## src/rtl/fifo_pkg.sv

```systemverilog
// fifo_pkg: shared FIFO pointer widths and the Gray-to-binary helper.
package fifo_pkg;
    localparam int ADDR_W_DEF = 4;
    localparam int PTR_W_DEF  = ADDR_W_DEF + 1;
    // Operates on a 32-bit container; zero-extended narrower Gray codes convert correctly.
    function automatic logic [31:0] gray2bin(input logic [31:0] g);
        logic [31:0] b;
        b[31] = g[31];
        for (int i = 30; i >= 0; i--) b[i] = b[i+1] ^ g[i];
        return b;
    endfunction
endpackage

```

## src/rtl/Grey_coding.sv

```systemverilog
// Grey_coding: binary to reflected Gray code conversion.
module Grey_coding #(
    parameter int WIDTH = 5
) (
    input  logic [WIDTH-1:0] bin_i,
    output logic [WIDTH-1:0] gray_o
);
    assign gray_o = bin_i ^ (bin_i >> 1);
endmodule

```

## src/rtl/wptr_full_ctrl.sv

```systemverilog
// wptr_full_ctrl: async-FIFO write pointer with full, almost-full and sticky overflow flags.
module wptr_full_ctrl
    import fifo_pkg::*;
#(
    parameter int ADDR_WIDTH = ADDR_W_DEF,
    parameter int AF_LEVEL   = 12
) (
    input  logic                  CLK,
    input  logic                  RST,
    input  logic                  W_INC,
    input  logic [ADDR_WIDTH:0]   RQ2_PTR,
    input  logic                  OVF_CLR,
    output logic                  W_EN,
    output logic [ADDR_WIDTH-1:0] W_ADDR,
    output logic [ADDR_WIDTH:0]   W_PTR,
    output logic                  FULL,
    output logic                  ALMOST_FULL,
    output logic                  OVERFLOW
);
    localparam int PW = ADDR_WIDTH + 1;
    logic [PW-1:0] wbin_q, wbin_d, wptr_q, wptr_d, rbin, level;
    logic          full_q, full_d, af_q, af_d, ovf_q, ovf_d;

    Grey_coding #(.WIDTH(PW)) u_gray (.bin_i(wbin_d), .gray_o(wptr_d));

    always_comb begin
        W_EN   = W_INC & ~full_q;
        wbin_d = wbin_q + PW'(W_EN);
        rbin   = PW'(gray2bin(32'(RQ2_PTR)));
        level  = wbin_d - rbin;
        // Full when write pointer is exactly one lap ahead: top two Gray bits inverted.
        full_d = wptr_d == {~RQ2_PTR[ADDR_WIDTH:ADDR_WIDTH-1], RQ2_PTR[ADDR_WIDTH-2:0]};
        af_d   = {1'b0, level} >= (PW+1)'(AF_LEVEL);
        ovf_d  = (W_INC & full_q) | (ovf_q & ~OVF_CLR);
    end

    always_ff @(posedge CLK) begin
        if (RST) begin
            wbin_q <= '0;
            wptr_q <= '0;
            full_q <= 1'b0;
            af_q   <= 1'b0;
            ovf_q  <= 1'b0;
        end else begin
            wbin_q <= wbin_d;
            wptr_q <= wptr_d;
            full_q <= full_d;
            af_q   <= af_d;
            ovf_q  <= ovf_d;
        end
    end

    assign W_ADDR      = wbin_q[ADDR_WIDTH-1:0];
    assign W_PTR       = wptr_q;
    assign FULL        = full_q;
    assign ALMOST_FULL = af_q;
    assign OVERFLOW    = ovf_q;
endmodule

```

## config.mk

```make
export PLATFORM = sky130hd
export DESIGN_NAME = wptr_full_ctrl
export DESIGN_NICKNAME = d
export VERILOG_FILES = /design/src/rtl/fifo_pkg.sv /design/src/rtl/Grey_coding.sv /design/src/rtl/wptr_full_ctrl.sv
export SDC_FILE = /design/constraint.sdc
export NUM_CORES = 1
export LEC_CHECK = 0
export CELL_PAD_IN_SITES_DETAIL_PLACEMENT = 0
export CELL_PAD_IN_SITES_GLOBAL_PLACEMENT = 2
export CORE_MARGIN = 2
export CORE_UTILIZATION = 27
export CTS_CLUSTER_DIAMETER = 40
export CTS_CLUSTER_SIZE = 30
export DETAILED_ROUTE_END_ITERATION = 10
export PLACE_DENSITY = 0.79
export SETUP_SLACK_MARGIN = 0.1
export SLEW_MARGIN = 20
export SYNTH_ARGS = -nofsm -noshare
export SYNTH_HDL_FRONTEND = slang
export SYNTH_HIERARCHICAL = 1
export SYNTH_SLANG_ARGS = --single-unit
```

## constraint.sdc

```tcl
create_clock -name CLK -period 4.18 [get_ports CLK]
set_clock_uncertainty 0.15 [all_clocks]
set_input_delay 1.254 -clock CLK [delete_from_list [all_inputs] [get_ports CLK]]
set_output_delay 1.254 -clock CLK [all_outputs]
set_load 0.01 [all_outputs]
```

# Word-level counts from Yosys, hierarchy flattened
# Cells that the tools add are included.
# totals
regBits	13
latchBits	0
ramBits	0
rom_bits	0
in_bits	9
out_inout_bits	13
word_cells	21
memories	0
# op_classes
add_sub_neg	2
n_mul	0
n_div	0
n_lt_le_gt_ge	1
eq_ne	1
shift	0
mux	0
bitwise	12
reduce_logical	0
# ops
op	n
5-bit by 1-bit adder with 5-bit output	1
5-bit == test	1
5-bit by 4-bit >= comparator with 1-bit output (second input constant)	1
5-bit subtractor	1
5-bit by 4-bit bitwise XOR with 5-bit output	1
1-bit bitwise XOR	4
1-bit AND	3
1-bit NOT	2
2-bit NOT	1
1-bit OR	1

# Logic depth before layout (Yosys ltp)
# Gate-level depths: netlist (run 1).
# depth
depth_word	6
mapped_depth	11
mapped_depth_nobuf	11

# Cells and area by module
# Netlist (run 1), hierarchy kept.
# by_module_without_submodules
module	n_inst	cells_per_inst	area_each_um2	seq_area_each_um2
wptr_full_ctrl	1	72	719.4	260.2
Grey_coding	1	5	42.5	0.0

# Least setup slack after synthesis (run 1)
# No wires, ideal clock.
# synth_path
path_type	input -> register
startpoint	input W_INC
endpoint	register af_q, in the netlist ALMOST_FULL
setup_time_ns	0.133
t_arrival_ns	3.234
required_ns	3.897
setup_slack_ns	0.664
cell_stages	8
path_buffers	0
cell_sequence	nor2b_1 > ha_1 > nand3_1 > xnor2_1 > ha_1 > or4_1 > a41oi_1 > a31oi_1
# synth_between
elab_chain_cells	4
# synth_lines
element	line_no	source
from (decl)	wptr_full_ctrl.sv:10	input logic W_INC,
1-bit AND	wptr_full_ctrl.sv:27	W_EN = W_INC & ~full_q;
5-bit by 1-bit adder with 5-bit output	wptr_full_ctrl.sv:28	wbin_d = wbin_q + PW'(W_EN);
via wbin_d[3]	wptr_full_ctrl.sv:21	logic [PW-1:0] wbin_q, wbin_d, wptr_q, wptr_d, rbin, level;
5-bit subtractor	wptr_full_ctrl.sv:30	level = wbin_d - rbin;
5-bit by 4-bit >= comparator with 1-bit output	wptr_full_ctrl.sv:33	af_d = {1'b0, level} >= (PW+1)'(AF_LEVEL);
to (signal assigned)	wptr_full_ctrl.sv:42	af_q <= 1'b0;
to (signal assigned)	wptr_full_ctrl.sv:48	af_q <= af_d;
to (decl)	wptr_full_ctrl.sv:22	logic full_q, full_d, af_q, af_d, ovf_q, ovf_d;
# The timed path passes the listed nets, and every way through them passes these cells.
# A chain may end at the register's enable or synchronous reset.

# Worst setup path after layout (run 1)
# layout_path
startpoint	input W_INC
endpoint	output W_EN
# layout_between
elab_chain_cells	1
# layout_lines
element	line_no	source
1-bit AND	wptr_full_ctrl.sv:27	
to (decl)	wptr_full_ctrl.sv:13	output logic W_EN,
# No other way between the ends.

==> results of run 1 <==
-- cell usage after synthesis, drive strengths merged --
cell / number
nand2b: 1
inv: 4
xor2: 11
xnor2: 6
clkbuf: 1
buf: 5
nand4: 1
and3b: 1
or3: 1
fa: 1
nand2: 1
o21ai: 1
a41oi: 1
or4: 1
a21boi: 1
ha: 6
a31oi: 1
nand3: 3
nor2b: 10
nor2: 2
nor3: 2
dfxtp: 13
o31ai: 1
a21oi: 2
-- cell type report --
class,instances,area share (%)
clock buffers,4,2.58
repair buffers,24,22.9
well taps,31,3.81
flip-flops and latches,13,25.6
multi-input cells,54,43.7
inverters,4,1.47
-- path summary, 6_finish.rpt --
check / from / to / slack, ns
setup / recovery: W_INC / W_EN / 0.31
hold / removal: OVERFLOW$_SDFF_PP0_ / OVERFLOW$_SDFF_PP0_ / 0.33
setup reg to reg: FULL$_SDFF_PP0_ / ALMOST_FULL$_SDFF_PP0_ / 1.66
hold reg to reg: OVERFLOW$_SDFF_PP0_ / OVERFLOW$_SDFF_PP0_ / 0.33
-- tightest hold or removal path, stage by stage (launching register included) --
cell,delay [ns]
dfxtp_1,0.31
nand2b_1,0.07
a21oi_1,0.05
-- per-stage QoR --
step,hold WS (ns),std cells,cell area [um2]
2_1_floorplan,0.339,77,762
3_3_place_gp,0.310,126,992
6_report,0.327,130,1020
5_1_grt,0.352,130,1020
3_5_place_dp,0.318,126,992
4_1_cts,0.331,130,1020
-- sequential cells by signal, indices dropped and copies added, names as in the netlist --
| signal | flops |
|---|---|
| W_PTR | 5 |
| wbin_q | 5 |
| ALMOST_FULL | 1 |
| FULL | 1 |
| OVERFLOW | 1 |
-- power groups by stage --
stage / logic (W) / registers [W] / clock network, W
global route: 0.000115 / 0.000135 / 0.0000826
floorplan: 0.0000642 / 0.000140 / 0
finish: 0.000103 / 0.000134 / 0.0000733
global placement: 0.000103 / 0.000137 / 0
detailed placement: 0.000104 / 0.000137 / 0
CTS: 0.000104 / 0.000134 / 0.0000767
-- cell families after synthesis --
group	count (synthesis)
buffers and inverters	10
and+or+nand+nor	23
adders and majority gates	7
DFF	13
AOI/OAI and AO/OA	7
xor gates and xnor gates	17
-- layer usage --
layer | track usage, % | share of wire, %
met1 | 10.4 | 47
met2 | 13.6 | 47
met3 | 1.13 | 3.9
met4 | 5.98 | 1.7
met5 | 0 | 0
==> flow_summary_export.csv, run 1 <==
group,metric,value,unit
run_status,status,"complete, no violations",
grt,antenna_found_initial,0,
placement,gp_congestion,0.845,
detailed_routing,drt_iter0_drc,11,
clocking,clk_pin_slew,0.07,ns
clocking,clkSinkCount,13,
grt,grt_pass1_wl,2170,um
sta,max_freq,259,MHz
critical_path,cpLargestDelayFamily,"buffers and inverters",
power_and_ir_drop,report.power.total,0.000310,W
final_layout,drive_above_1_share,9.09,%
final_layout,regArea,260,um2
yosys,synth_top_area_share,34.2,%
detailed_routing,drtAntennaViolNets,0,
floorplan,io_pins,22,
clocking,ctsResizeCount,0,
clocking,root_buffer,"clkbuf_4",
yosys,synth-simple-area-share,17.6,%
yosys,synthAdderAreaFrac,12.5,%
detailed_routing,vias_per_cell,4.30,
power_and_ir_drop,p_int,0.000224,W
flow_run,maxCapViolCount,0,
yosys,yosysSeqAreaShare,34.2,%
floorplan,die_area,3260,um2
sta,finalMaxSlewViolations,0,
hold_path,hold_class,"reg -> reg",
grt,grt_max_degree,14,
yosys,synth_top_family_by_area,"XOR/XNOR gates",
final_layout,final_util,37.6,%
final_layout,area_growth,33.7,%
detailed_routing,drc,0,
critical_path,critPathRequiredTime,2.78,ns
yosys,synthXorXnorAreaFrac,22.5,%
sta,hold_viol,0,
critical_path,crit_type,"in -> out",
critical_path,cp_num_buf_inv,2,
critical_path,path_cells,"clkdlybuf4s50_1 > nor2b_1 > clkdlybuf4s50_1",
sta,worst_pin_slew,0.441,ns
clocking,cts_max_level,1,
power_and_ir_drop,power_leakage,0.437,nW
power_and_ir_drop,p_per_area,305,nW/um2
critical_path,cpMaxStageDelayCell,"clkdlybuf4s50_1",
grt,grt_use_total,8.46,%
detailed_routing,dr.pass1.iters,4,
critical_path,crit_arrival,2.46,ns
grt,grt_pass1_vias,540,
critical_path,critPathMaxStageDelay,0.56,ns
yosys,ys_seq_elements,13,
floorplan,row_count,19,
yosys,synth_mux_area_share,0,%
critical_path,cp_common_cell,"clkdlybuf4s50_1",
sta,grt_setup_unrepaired,"false",
placement,detailed_place_hpwl,1080,um
final_layout,num-fill-cells,298,
yosys,synth_warnings,6,
power_and_ir_drop,p_clk_share,23.6,%
critical_path,start_kind,"input port",
yosys,synth_area_leaders,"dfxtp_1 34%, xor2_1 10%, ha_1 9.9%",
clocking,cts_made_buffers,3,
floorplan,die_w,57.1,um
yosys,syn_area,762,um2
critical_path,end_kind,"output pin",
clocking,cts_max_path_buffers,2,
critical_path,crit_fanout,2,
floorplan,initial_core_util,28.1,%
final_layout,final_common_cell,"clkdlybuf4s50_1",
yosys,avgSynthCellArea,9.90,um2
power_and_ir_drop,seq_power_share,43.2,%
power_and_ir_drop,power_frac_comb,33.1,%
clocking,postCtsSetupBuffers,0,
detailed_routing,vias,559,
placement,port_buffers,21,
clocking,cts_hold_buf,0,
sta,setup_violations,0,
yosys,synth_compound_area_share,5.91,%
clocking,clkLatencyLatePin,0.26,ns
placement,dp_slack,0.121,ns
detailed_routing,wl_per_cell,9.62,um
grt,overflow,0,
yosys,syn-num-nets,93,
power_and_ir_drop,switchingPower,0.0000868,W
hold_path,min_delay_path_depth,2,
yosys,syn_inst,77,
detailed_routing,routed_wirelength,1250,um
sta,relSlewSlack,70.5,%
critical_path,path_depth,3,
yosys,yosysUniqueCellTypes,26,
yosys,synth_area_leader_cell,"dfxtp_1",
power_and_ir_drop,switching_share,28.0,%
sta,min_period,3.87,ns
floorplan,die_height,57.1,um
final_layout,multi_input_area,445,um2
final_layout,antenna_cells,0,
floorplan,core,2710,um2
critical_path,r2r_cells,8,
sta,fin_ws,0.315,ns
sta,min_period_over_period,92.5,%
sta,tns,0,ns
clocking,cts_tree,"yes",
power_and_ir_drop,irDropWorstVdd,104,uV
final_layout,nets,116,
final_layout,final_cell_mix,"21 x clkdlybuf4s50_1, 13 x dfxtp_1, 10 x nor2b_1",
(Power assumes the default switching activity.)
==> run 2, diff against run 1 <==
- ABC_AREA: default -> 1
- CORE_UTILIZATION: 27 -> 25
- SKIP_LAST_GASP: default -> 1
==> run 2 against run 1 <==
- final area grew 10%
- sequential share of layout area shrank 2.4 points
- via count grew 37%
- maximum frequency grew 0.33%
- die area grew 21%
- critical path type unchanged
- largest power group unchanged
- clock power grew 6.1%
- power grew 0.18%
- sequential cell count is the same
- count of clock-buffer cells in the layout is the same
- synthesized cell count grew 62%
- first-iteration DRC count grew 9.1%
- non-clock buffer count shrank 2
==> flow_summary_export.csv, run 2 <==
group,metric,value,unit
clocking,clk_pin_slew,0.08,ns
detailed_routing,routed_wirelength,1870,um
floorplan,die_area,3930,um2
power_and_ir_drop,p_per_area,277,nW/um2
clocking,clkSinkCount,13,
yosys,yosysMostFrequentCell,"nand2_1",
placement,post_dp_cell_area,1100,um2
floorplan,initial_core_util,25.8,%
grt,grt_pass1_vias,729,
clocking,cts_tree,"yes",
power_and_ir_drop,p_int,0.000214,W
yosys,synth_mux_area_share,0,%
clocking,cts_made_buffers,3,
sta,min_period,3.85,ns
power_and_ir_drop,seq_power_share,43.0,%
sta,worst_pin_slew,0.444,ns
final_layout,antenna_cells,0,
floorplan,die_w,62.7,um
placement,port_buffers,21,
final_layout,nets,162,
final_layout,final_util,33.6,%
grt,grt_max_degree,13,
placement,detailed_place_hpwl,1600,um
sta,finalMaxSlewViolations,0,
yosys,yosysUniqueCellTypes,23,
yosys,synth-edff-count,0,
critical_path,cp_num_buf_inv,3,
power_and_ir_drop,power_leakage,0.530,nW
critical_path,crit_arrival,2.45,ns
yosys,synthXorXnorAreaFrac,6.82,%
sta,hold_viol,0,
sta,setup_violations,0,
final_layout,drive_above_1_share,6.21,%
hold_path,hold_class,"reg -> reg",
power_and_ir_drop,power_frac_comb,32.0,%
power_and_ir_drop,irDropWorstVdd,77.1,uV
yosys,yosysSeqAreaShare,30.2,%
sta,grt_setup_unrepaired,"false",
grt,antenna_found_initial,0,
yosys,synthAdderAreaFrac,11.0,%
power_and_ir_drop,p_clk_share,25.0,%
critical_path,cp_common_cell,"clkdlybuf4s50_1",
grt,overflow,0,
final_layout,final_cell_mix,"31 x nand2_1, 26 x inv_1, 21 x clkdlybuf4s50_1",
clocking,cts_max_level,1,
detailed_routing,dr.pass1.iters,4,
critical_path,crit_type,"in -> out",
yosys,synthTopCellsByCount,"31 x nand2_1, 26 x inv_1, 13 x dfxtp_1",
clocking,root_buffer,"clkbuf_4",
yosys,synth_area_leaders,"dfxtp_1 30%, nand2_1 13%, inv_1 11%",
floorplan,io_pins,22,
yosys,synth_flop_cell,"dfxtp_1",
power_and_ir_drop,switching_share,31.0,%
detailed_routing,drt_iter0_drc,12,
yosys,synth_warnings,6,
floorplan,die_height,62.7,um
final_layout,num-fill-cells,362,
yosys,synth-simple-area-share,31.2,%
detailed_routing,drc,0,
yosys,syn_area,862,um2
floorplan,core,3340,um2
sta,hold-worst-slack,0.312,ns
yosys,synth_top_area_share,30.2,%
detailed_routing,drtAntennaViolNets,0,
critical_path,cpMaxStageDelayCell,"clkdlybuf4s50_1",
critical_path,crit_fanout,2,
final_layout,final_common_cell,"nand2_1",
critical_path,critPathRequiredTime,2.78,ns
sta,tns,0,ns
detailed_routing,vias,766,
clocking,cts_max_path_buffers,2,
clocking,cts_hold_buf,0,
critical_path,path_cells,"clkdlybuf4s50_1 > inv_1 > nor2_1 > clkdlybuf4s50_1",
grt,grt_pass1_wl,3110,um
clocking,clkLatencyLatePin,0.27,ns
clocking,postCtsSetupBuffers,0,
yosys,synth_top_family_by_area,"simple AND/OR/NAND/NOR gates",
final_layout,area_growth,30.2,%
critical_path,end_kind,"output pin",
yosys,syn_inst,125,
yosys,async_flop_share,0,%
clocking,ctsResizeCount,0,
power_and_ir_drop,switchingPower,0.0000965,W
critical_path,critPathMaxStageDelay,0.55,ns
yosys,syn-num-nets,141,
sta,min_period_over_period,92.2,%
detailed_routing,vias_per_cell,4.01,
sta,max_freq,260,MHz
critical_path,start_kind,"input port",
final_layout,final_cell_area,1120,um2
detailed_routing,wl_per_cell,9.79,um
placement,gp_congestion,0.802,
grt,grt_use_total,9.98,%
floorplan,row_count,21,
sta,relSlewSlack,70.3,%
yosys,synth_area_leader_cell,"dfxtp_1",
flow_run,maxCapViolCount,0,
yosys,ys_seq_elements,13,
yosys,avgSynthCellArea,6.90,um2
run_status,status,"complete, no violations",
critical_path,cpLargestDelayFamily,"buffers and inverters",
yosys,synth_compound_area_share,4.64,%
run 2: area by class of cell:
cell class	instances	area (um2)	share of cell area (%)
multi-input combinational	80	463	41.2
sequential	13	260	23.2
timing repair buffer	22	218	19.4
inverter	26	97.6	8.70
tap	46	57.6	5.13
clock buffer	4	26.3	2.34
run 2: worst reg2reg max path, stage by stage, from the launching register on:
cell      delay, ns
dfxtp_1        0.33
nor2_1         0.14
ha_1           0.20
ha_1           0.22
nor2_1         0.08
nor2_1         0.28
ha_1           0.34
a21oi_1        0.21
nand3b_1       0.09
nand3_1        0.08
nand3_1        0.07
nand2_1        0.06
inv_1          0.04
run 2: through the flow:
stage,setup WS (ns),power (W),std cells
after floorplan,1.00,0.000203,125
after global placement,0.306,0.000237,187
after detailed placement,0.309,0.000238,187
after CTS,0.313,0.000318,191
after global routing,0.269,0.000336,191
final,0.328,0.000311,191
run 2: power by group through the flow:
stage,clock [W],combinational (W),sequential (W)
6_report,0.0000778,0.0000994,0.000134
4_1_cts,0.0000826,0.000101,0.000134
3_5_place_dp,0,0.000101,0.000137
2_1_floorplan,0,0.0000642,0.000139
5_1_grt,0.0000886,0.000112,0.000135
3_3_place_gp,0,0.000100,0.000136
run 2: path summary, 6_finish.rpt:
| path | start | endpoint | slack [ns] | cells past startpoint |
|---|---|---|---|---|
| setup / recovery | W_INC | W_EN | 0.33 | 4 |
| hold / removal | OVERFLOW$_SDFF_PP0_ | OVERFLOW$_SDFF_PP0_ | 0.31 | 2 |
| setup reg to reg | FULL$_SDFF_PP0_ | ALMOST_FULL$_SDFF_PP0_ | 1.80 | 12 |
| hold reg to reg | OVERFLOW$_SDFF_PP0_ | OVERFLOW$_SDFF_PP0_ | 0.31 | 2 |
run 2: kinds of logic after synthesis:
logic type,after synthesis
DFF,13
adders and majority gates,7
buffers and inverters,32
and+or+nand+nor,62
xor gates and xnor gates,5
AOI/OAI and AO/OA,6
run 2: routing by layer:
layer / up-vias / global-route usage (%) / share of wire, %
li1: 413 / - / -
met5: - / 0 / 0
met2: 14 / 17.1 / 49
met1: 337 / 11.7 / 46
met4: 0 / 6.67 / 1.4
met3: 2 / 1.08 / 3.7
==> run 3, diff against run 2 <==
- SKIP_CTS_REPAIR_TIMING: default -> 1
- clock period: 4.18 -> 4 ns (I/O delays scaled with it)
==> run 3 against run 2 <==
- wire length down 8.1%
- clock power up 1%
- cell count up 0.52%
- sequential cell count unchanged
- sequential share of layout area down 0.15 points
- global-route usage down 0.92 points
- combinational power up 5%
- worst setup slack worse by 0.063 ns
- highest routed layer unchanged
==> flow_summary_export.csv, run 3 (synthesized netlist as in run 2, its figures left out) <==
group,metric,value,unit
clocking,cts_tree,"yes",
flow_run,maxCapViolCount,0,
detailed_routing,vias_per_cell,4.00,
final_layout,area_growth,31.1,%
floorplan,initial_core_util,25.8,%
detailed_routing,vias,768,
critical_path,path_cells,"clkdlybuf4s50_1 > inv_1 > nor2_1 > clkdlybuf4s50_1",
final_layout,final_cell_area,1130,um2
detailed_routing,wl_met2,783,um
sta,worst_pin_slew,0.431,ns
grt,grt_pass1_vias,656,
sta,grt_setup_unrepaired,"false",
clocking,root_buffer,"clkbuf_4",
detailed_routing,dr.max_layer_used,"met4",
critical_path,critPathLaunch,"W_INC",
critical_path,crit_fanout,2,
critical_path,crit_type,"in -> out",
floorplan,io_pins,22,
sta,finalMaxSlewViolations,0,
power_and_ir_drop,irDropWorstVdd,55.2,uV
floorplan,row_count,21,
placement,gp_congestion,0.820,
sta,hold_viol,0,
critical_path,critPathCapture,"W_EN",
placement,port_buffers,21,
floorplan,core,3340,um2
sta,tns,0,ns
critical_path,cp_common_cell,"clkdlybuf4s50_1",
sta,setup_violations,0,
critical_path,start_kind,"input port",
hold_path,hold_class,"reg -> reg",
detailed_routing,wl_met1,817,um
critical_path,crit_arrival,2.39,ns
grt,overflow,0,
grt,grt_max_degree,13,
grt,grt_use_total,9.06,%
clocking,clkSinkCount,13,
sta,max_freq,268,MHz
placement,post_dp_cell_area,1100,um2
placement,detailed_place_hpwl,1470,um
final_layout,drive_above_1_share,6.85,%
sta,min_period,3.74,ns
final_layout,final_cell_mix,"31 x nand2_1, 26 x inv_1, 21 x clkdlybuf4s50_1",
clocking,cts_max_path_buffers,2,
detailed_routing,routed_wirelength,1720,um
clocking,cts_made_buffers,3,
final_layout,antenna_cells,0,
detailed_routing,drc,0,
detailed_routing,met3_length,89,um
floorplan,die_height,62.7,um
clocking,clkLatencyLatePin,0.27,ns
detailed_routing,drt_iter0_drc,24,
critical_path,r2r_cells,12,
power_and_ir_drop,p_per_area,286,nW/um2
clocking,cts_max_level,1,
critical_path,rrSetupSlack,1.72,ns
critical_path,r2r_end,"ALMOST_FULL$_SDFF_PP0_",
floorplan,die_w,62.7,um
sta,min_period_over_period,93.4,%
detailed_routing,drtAntennaViolNets,0,
critical_path,reg2reg_from,"FULL$_SDFF_PP0_",
detailed_routing,wl_per_cell,8.94,um
power_and_ir_drop,power_leakage,0.536,nW
final_layout,num-fill-cells,372,
power_and_ir_drop,report.power.total,0.000323,W
final_layout,nets,163,
run_status,status,"complete, no violations",
critical_path,critPathMaxStageDelay,0.55,ns
grt,grt_pass1_wl,2780,um
critical_path,critPathRequiredTime,2.65,ns
clocking,clk_pin_slew,0.07,ns
critical_path,end_kind,"output pin",
sta,relSlewSlack,71.2,%
critical_path,cpMaxStageDelayCell,"clkdlybuf4s50_1",
detailed_routing,dr.pass1.iters,4,
final_layout,final_common_cell,"nand2_1",
floorplan,die_area,3930,um2
grt,antenna_found_initial,0,
-- run 3: cell count changes in the layout (fill, tap and decap cells not counted) --
| cell | delta |
|---|---|
| buf_4 | +1 |
-- run 3: through the flow --
stage          cells  utilization (%)  setup WS, ns  hold WS, ns
2_1_floorplan    125                -         0.876        0.333
3_3_place_gp     188             33.1         0.189        0.299
3_5_place_dp     188             33.1         0.173        0.305
4_1_cts          192             33.9         0.250        0.316
5_1_grt          192             33.9         0.230        0.340
6_report         192             33.9         0.265        0.310
-- run 3: area by class of cell --
type	count	area (um2)	share of cell area, %
inverters	26	97.6	8.64
repair buffers	23	225	19.9
clock buffers	4	26.3	2.33
flip-flops and latches	13	260	23.0
multi-input cells	80	463	41.0
well taps	46	57.6	5.09
-- run 3: worst min-delay path by stage --
stage | start | end | slack [ns] | cells after the start
6_report | OVERFLOW$_SDFF_PP0_ | OVERFLOW$_SDFF_PP0_ | 0.31 | 2
5_1_grt | OVERFLOW$_SDFF_PP0_ | OVERFLOW$_SDFF_PP0_ | 0.34 | 2
4_1_cts | OVERFLOW$_SDFF_PP0_ | OVERFLOW$_SDFF_PP0_ | 0.32 | 2
3_5_place_dp | OVERFLOW$_SDFF_PP0_ | OVERFLOW$_SDFF_PP0_ | 0.31 | 2
3_3_place_gp | OVERFLOW$_SDFF_PP0_ | OVERFLOW$_SDFF_PP0_ | 0.30 | 2
2_1_floorplan | OVERFLOW$_SDFF_PP0_ | OVERFLOW$_SDFF_PP0_ | 0.33 | 2
-- run 3: layer usage --
metal / GRT usage, % / up-vias
li1: - / 421
met1: 11.0 / 327
met2: 15.1 / 18
met3: 1.08 / 2
met4: 5.83 / 0
met5: 0 / -
-- run 3: report_power, final --
group          internal [W]   total, W  switching [W]
combinational     0.0000492   0.000104      0.0000551
sequential         0.000137   0.000140     0.00000281
clock             0.0000385  0.0000789      0.0000404
total              0.000224   0.000323      0.0000983
-- run 3: worst max-delay path, delay by kind of cell --
family | cells | cell delay [ns]
AND/OR/NAND/NOR | 1 | 0.12
buffers and inverters | 3 | 1.06
